===== src/rtl/randomizer_frame_ctrl_pkg.sv =====
// Shared types and constants for the randomizer frame controller and its
// scrambling-sequence generator.
package randomizer_frame_ctrl_pkg;

    localparam int SYM_W = 2;
    localparam int CNT_W = 16;
    localparam int ERR_W = 8;

    localparam logic [17:0] X_SEED = 18'h00001;
    localparam logic [17:0] Y_SEED = 18'h3FFFF;

    typedef enum logic [1:0] {
        ST_IDLE,
        ST_ASM,
        ST_DATA
    } state_t;

    function automatic logic [ERR_W-1:0] sat_inc(input logic [ERR_W-1:0] v);
        return (v == '1) ? v : v + ERR_W'(1);
    endfunction

endpackage


===== src/rtl/randomizer_frame_ctrl_if.sv =====
// Symbol stream bundle: upstream (i_data/i_valid/i_sof/o_ready) and
// downstream (o_data/o_valid/i_ready) handshakes of the frame controller.
interface randomizer_frame_ctrl_if;
    import randomizer_frame_ctrl_pkg::*;

    logic [SYM_W-1:0] i_data;
    logic             i_valid;
    logic             i_sof;
    logic             o_ready;
    logic [SYM_W-1:0] o_data;
    logic             o_valid;
    logic             i_ready;

    modport master (
        output i_data, i_valid, i_sof, i_ready,
        input  o_ready, o_data, o_valid
    );

    modport slave (
        input  i_data, i_valid, i_sof, i_ready,
        output o_ready, o_data, o_valid
    );

endinterface


===== src/rtl/randomizer_frame_ctrl_randomizer.sv =====
// Gold-sequence randomizer: two 18-bit LFSRs producing one 2-bit sequence
// value per enabled step; synchronous reset reloads the seeds.
module randomizer_frame_ctrl_randomizer
    import randomizer_frame_ctrl_pkg::*;
(
    output logic [1:0] o_r,
    input  logic       i_clk,
    input  logic       i_reset,
    input  logic       i_en
);

    logic [17:0] x_q;
    logic [17:0] y_q;

    // Bit k of each register holds sequence element (i + k).
    always_ff @(posedge i_clk) begin
        if (i_reset) begin
            x_q <= X_SEED;
            y_q <= Y_SEED;
        end else if (i_en) begin
            x_q <= {x_q[0] ^ x_q[7], x_q[17:1]};
            y_q <= {y_q[0] ^ y_q[5] ^ y_q[7] ^ y_q[10], y_q[17:1]};
        end
    end

    assign o_r[0] = x_q[0] ^ y_q[0];
    assign o_r[1] = x_q[4] ^ x_q[6] ^ x_q[15] ^ y_q[5] ^ y_q[6] ^ (^y_q[15:8]);

endmodule


===== src/rtl/randomizer_frame_ctrl.sv =====
// Frame controller: forwards the sync marker unchanged, randomizes the data
// symbols, counts framing errors; one output register stage.
module randomizer_frame_ctrl
    import randomizer_frame_ctrl_pkg::*;
#(
    parameter int ASM_SYMS  = 16,
    parameter int DATA_SYMS = 64
)
(
    input  logic                    i_clk,
    input  logic                    i_reset_n,
    randomizer_frame_ctrl_if.slave  bus,
    output logic                    o_busy,
    output logic                    o_frame_done,
    output logic [ERR_W-1:0]        o_err_cnt
);

    state_t           state_q, state_d;
    logic [CNT_W-1:0] cnt_q, cnt_d, cnt_inc;
    logic [SYM_W-1:0] out_data_q, fwd_data;
    logic             out_valid_q, frame_done_q;
    logic [ERR_W-1:0] err_q;
    logic             accept, fwd, last_data, frame_err;
    logic             rand_reset, rand_en;
    logic [1:0]       rand_r;

    assign bus.o_ready = !out_valid_q || bus.i_ready;
    assign accept      = bus.i_valid && bus.o_ready;
    assign cnt_inc     = cnt_q + CNT_W'(1);

    randomizer_frame_ctrl_randomizer u_randomizer (
        .o_r     (rand_r),
        .i_clk   (i_clk),
        .i_reset (rand_reset),
        .i_en    (rand_en)
    );

    always_ff @(posedge i_clk or negedge i_reset_n) begin
        if (!i_reset_n) begin
            state_q <= ST_IDLE;
        end else begin
            state_q <= state_d;
        end
    end

    // A sof restarts the frame from any state, so the sequence must also be
    // reseeded on that cycle in case the new frame skips straight to DATA.
    always_comb begin
        state_d    = state_q;
        cnt_d      = cnt_q;
        fwd        = 1'b0;
        fwd_data   = bus.i_data;
        last_data  = 1'b0;
        frame_err  = 1'b0;
        rand_en    = accept && (state_q == ST_DATA);
        rand_reset = (state_q != ST_DATA) || (accept && bus.i_sof);
        if (accept) begin
            if (bus.i_sof) begin
                fwd       = 1'b1;
                frame_err = (state_q != ST_IDLE);
                state_d   = (ASM_SYMS == 1) ? ST_DATA : ST_ASM;
                cnt_d     = (ASM_SYMS == 1) ? '0 : CNT_W'(1);
            end else begin
                case (state_q)
                    ST_IDLE: frame_err = 1'b1;
                    ST_ASM: begin
                        fwd = 1'b1;
                        if (cnt_inc == CNT_W'(ASM_SYMS)) begin
                            cnt_d   = '0;
                            state_d = ST_DATA;
                        end else begin
                            cnt_d = cnt_inc;
                        end
                    end
                    ST_DATA: begin
                        fwd      = 1'b1;
                        fwd_data = bus.i_data ^ rand_r;
                        if (cnt_inc == CNT_W'(DATA_SYMS)) begin
                            last_data = 1'b1;
                            cnt_d     = '0;
                            state_d   = ST_IDLE;
                        end else begin
                            cnt_d = cnt_inc;
                        end
                    end
                    default: state_d = ST_IDLE;
                endcase
            end
        end
    end

    always_ff @(posedge i_clk or negedge i_reset_n) begin
        if (!i_reset_n) begin
            cnt_q        <= '0;
            out_data_q   <= '0;
            out_valid_q  <= 1'b0;
            frame_done_q <= 1'b0;
            err_q        <= '0;
        end else begin
            cnt_q        <= cnt_d;
            frame_done_q <= last_data;
            if (fwd) begin
                out_data_q  <= fwd_data;
                out_valid_q <= 1'b1;
            end else if (bus.i_ready) begin
                out_valid_q <= 1'b0;
            end
            if (frame_err) begin
                err_q <= sat_inc(err_q);
            end
        end
    end

    assign bus.o_data   = out_data_q;
    assign bus.o_valid  = out_valid_q;
    assign o_busy       = (state_q == ST_ASM) || (state_q == ST_DATA);
    assign o_frame_done = frame_done_q;
    assign o_err_cnt    = err_q;

endmodule


===== src/flat_wrapper.sv =====
// flat-port wrapper written by rule: the top's interface ports become plain ports
module randomizer_frame_ctrl_flat import randomizer_frame_ctrl_pkg::*;
#(
    parameter int ASM_SYMS  = 16,
    parameter int DATA_SYMS = 64
)
  (i_clk, i_reset_n, o_busy, o_frame_done, o_err_cnt, bus_i_data, bus_i_valid, bus_i_sof, bus_i_ready, bus_o_ready, bus_o_data, bus_o_valid);
  randomizer_frame_ctrl_if bus_i ();
  input  logic i_clk;
  input  logic i_reset_n;
  output logic o_busy;
  output logic o_frame_done;
  output logic [ERR_W-1:0] o_err_cnt;
  input wire logic [$bits(bus_i.i_data)-1:0] bus_i_data;
  input wire logic [$bits(bus_i.i_valid)-1:0] bus_i_valid;
  input wire logic [$bits(bus_i.i_sof)-1:0] bus_i_sof;
  input wire logic [$bits(bus_i.i_ready)-1:0] bus_i_ready;
  output wire logic [$bits(bus_i.o_ready)-1:0] bus_o_ready;
  output wire logic [$bits(bus_i.o_data)-1:0] bus_o_data;
  output wire logic [$bits(bus_i.o_valid)-1:0] bus_o_valid;
  assign bus_i.i_data = bus_i_data;
  assign bus_i.i_valid = bus_i_valid;
  assign bus_i.i_sof = bus_i_sof;
  assign bus_i.i_ready = bus_i_ready;
  assign bus_o_ready = bus_i.o_ready;
  assign bus_o_data = bus_i.o_data;
  assign bus_o_valid = bus_i.o_valid;
  randomizer_frame_ctrl #(.ASM_SYMS(ASM_SYMS), .DATA_SYMS(DATA_SYMS)) u_core (.i_clk(i_clk), .i_reset_n(i_reset_n), .bus(bus_i), .o_busy(o_busy), .o_frame_done(o_frame_done), .o_err_cnt(o_err_cnt));
endmodule

===== config.mk =====
export PLATFORM = sky130hd
export DESIGN_NAME = randomizer_frame_ctrl_flat
export DESIGN_NICKNAME = d
export VERILOG_FILES = /design/src/rtl/randomizer_frame_ctrl_pkg.sv /design/src/rtl/randomizer_frame_ctrl_if.sv /design/src/rtl/randomizer_frame_ctrl_randomizer.sv /design/src/rtl/randomizer_frame_ctrl.sv /design/src/flat_wrapper.sv
export SDC_FILE = /design/constraint.sdc
export NUM_CORES = 1
export LEC_CHECK = 0
export ABC_AREA = 1
export CAP_MARGIN = 0
export CORE_MARGIN = 10
export CORE_UTILIZATION = 60
export CTS_BUF_LIST = sky130_fd_sc_hd__clkbuf_8
export CTS_CLUSTER_DIAMETER = 30
export DETAILED_ROUTE_END_ITERATION = 7
export GPL_TIMING_DRIVEN = 0
export PLACE_DENSITY = 0.8
export REMOVE_ABC_BUFFERS = 1
export SLEW_MARGIN = 20
export SYNTH_ARGS = -nofsm -noshare
export SYNTH_HDL_FRONTEND = slang
export SYNTH_SLANG_ARGS = --single-unit

===== constraint.sdc =====
create_clock -name i_clk -period 3.6 [get_ports i_clk]
set_clock_uncertainty 0.05 [all_clocks]
set_input_delay 0.72 -clock i_clk [delete_from_list [all_inputs] [get_ports i_clk]]
set_output_delay 0.72 -clock i_clk [all_outputs]
set_load 0.02 [all_outputs]

==> impl_metrics.ini <==
[final_layout]
multi_input_comb_area_sq_um = 1540
finalInstanceArea_sq_um = 3750
nNetsFinal = 461
antennaDiodeCount = 0
drive_gt1_share_pct = 8.19
fillerInstances = 429
fin_util_pct = 72.0
syn2layout_area_growth_pct = 14.1
seq_area_sq_um = 1470
fin_cells = 522

[drt]
first_pass_iters = 4
via_count = 2703
dr.first_iter.drc_count = 156
drc = 0
vias_per_cell = 5.18
final_antenna_net_count = 0
totalWireLength_um = 6450
avgRoutedWirePerCell_um = 12.4

[synthesis]
ys_warn_count = 0
synthCells = 429
synth_cell_types = 28
ys_seq_area_share_pct = 44.8
yosys_register_bits = 66
synth_top_cell_area_share_pct = 22.9
syn-cell-area_sq_um = 3280
synth.largest_area_cell = dfrtp_1
synth.avg_cell_area_sq_um = 7.65
synthTopCellsByArea = dfrtp_1, dfxtp_1, nand2_1, inv_1, nand3_1

[clock_network]
clkTransAtPathRegs_ps = 70
postCtsSetupRepairBufs = 0
cts_resized = 0
cts_tree = built
cts-buffers-inserted = 9
hold_buffers = 0
cts_buffer_depth = 2
clk_latency_ps = 340
htreeDepth = 3
cts_root_buf = clkbuf_8
cts_sinks = 66

[critical_path]
worst_path_max_delay_cell = nor2_2
cp_slowest_stage_delay_ps = 550
cp_common_cell = nand2_1
startpoint_type = input port
critPathCaptureType = flop
worst-path-max-fanout = 56
crit_chain = clkdlybuf4s50_1 > inv_1 > nand2_1 > nand2_1 > nor2_2 > inv_2 > nor2_1 > nand2_1 > xnor2_1 > nand2_1 > nand2_1
cp.arrival_ps = 3270
criticalPathCategory = in -> reg
required_ps = 3780

[global_route]
grt_pass1_vias = 2558
overflow = 0
track_usage_pct = 15.7
grt_start_max_net_pins = 57
grt_pass1_wl_um = 11400
grt_antenna_before_repair = 0

[place]
globalplace.congestion = 0.855
placed_area_sq_um = 3520
place_hpwl_um = 4500
place_inst = 506
io_buffers = 20

[floorplan]
coreArea_sq_um = 5200
die_area_sq_um = 8830
die_y_um = 94.0
die_w_um = 94.0
start_util_pct = 63.1
rows = 26
ios = 21

[power_and_ir_drop]
power_uw = 1950
power.leakage_uw = 0.00164
peakVddDrop_mv = 0.310
p_per_area_nw_per_um2 = 520

[timing]
period_minus_slack_ps = 3090
tns_ps = 0
relSlewSlack_pct = 47.7
tightest_slew_ps = 783
slew_violations = 0
hold_violations = 0
setup_violations = 0
finalCritPeriodShare_pct = 85.7
grt_setup_unrepaired = no
fmax_ghz = 0.324

[status]
status = complete, no violations

[worst_hold_path]
hp-class = in -> async

[job]
drv_cap = 0
## where the power goes
part | internal (uW) | switching, uW | total (uW)
logic | 163 | 210 | 374
clock network | 425 | 284 | 709
registers | 797 | 69.0 | 866
total | 1390 | 564 | 1950
## cell usage after synthesis
cell	count
nand4_1	11
mux2_2	1
xnor2_1	12
a21oi_1	19
nand2_1	112
ha_1	7
dfxtp_1	36
inv_1	59
o21bai_1	1
nor3_1	4
o21ai_1	1
nand2_2	6
o211ai_1	5
nand3b_1	1
xor2_1	10
nor2_4	4
nor2_2	6
nand3_1	32
nand3_2	1
buf_2	5
clkbuf_1	8
a21boi_0	1
a31oi_2	1
dfrtp_1	30
o22ai_1	12
nor2_1	22
a21oi_2	1
o21ai_0	21
## cells by family after synthesis
family          after synthesis  synth area share [%]
buf+inv                      72                  8.42
flops                        66                  44.8
xor+xnor                     22                  5.87
compound gates               62                  10.8
fa+ha+maj                     7                  2.67
simple gates                199                  27.1
mux                           1                 0.343
## cell type report
cell class / instances / share of cell area, %
tap: 70 / 2.34
multi-input combinational: 291 / 41.2
clock inverter: 5 / 2.07
inverter: 59 / 5.91
timing repair buffer: 20 / 5.21
clock buffer: 11 / 4.04
sequential: 66 / 39.3
## final timing paths
kind                                                  start                     endpoint  slack [ps]  cells after the start
worst max register to register            u_core.state_q[0]         u_core.bus.o_data[0]         810                     10
worst min-delay path                              i_reset_n              u_core.cnt_q[2]         360                      1
max in group asynchronous                         i_reset_n         u_core.bus.o_data[0]        2700                      1
min in group i_clk              u_core.u_randomizer.x_q[17]  u_core.u_randomizer.x_q[17]         390                      2
worst min register to register  u_core.u_randomizer.x_q[17]  u_core.u_randomizer.x_q[17]         390                      2
worst max-delay path                            bus_i_ready         u_core.bus.o_data[0]         510                     11
## cell usage in the layout (no fill, tap or decap), types with 11 or more instances in the layout
master | synthesis | routed
nor2_1 | 22 | 22
clkbuf_8 | 0 | 11
inv_1 | 59 | 59
nand3_1 | 32 | 32
a21oi_1 | 19 | 19
nand4_1 | 11 | 11
dfxtp_1 | 36 | 36
o22ai_1 | 12 | 12
clkdlybuf4s50_1 | 0 | 19
dfrtp_1 | 30 | 30
nand2_1 | 112 | 112
o21ai_0 | 21 | 21
xnor2_1 | 12 | 12
## sequential cells by signal, indices dropped and copies added, names as in the netlist
| signal | flops |
|---|---|
| u_core.u_randomizer.x_q | 18 |
| u_core.u_randomizer.y_q | 18 |
| u_core.cnt_q | 16 |
| u_core.o_err_cnt | 8 |
| u_core.bus.o_data | 2 |
| u_core.state_q | 2 |
| u_core.bus.o_valid | 1 |
| u_core.o_frame_done | 1 |
## critical path, delay by kind of cell
kind | cells | cell delay [ps]
simple gates | 7 | 1390
buf+inv | 3 | 990
xor+xnor | 1 | 140
## per-layer routing
| metal | up-vias | global-route usage (%) | wire [um] |
|---|---|---|---|
| met1 | 1232 | 18.9 | 3040 |
| met4 | 0 | 6.08 | 72 |
| met3 | 8 | 4.32 | 312 |
| li1 | 1411 | - | - |
| met5 | - | 0 | 0 |
| met2 | 52 | 26.0 | 3030 |
## metrics by stage
step	setup WS, ps	hold WS (ps)
3_3_place_gp	-164	379
4_1_cts	480	384
3_5_place_dp	149	382
2_1_floorplan	706	372
5_1_grt	153	412
6_report	514	360
Power figures use the tool's default switching activity.
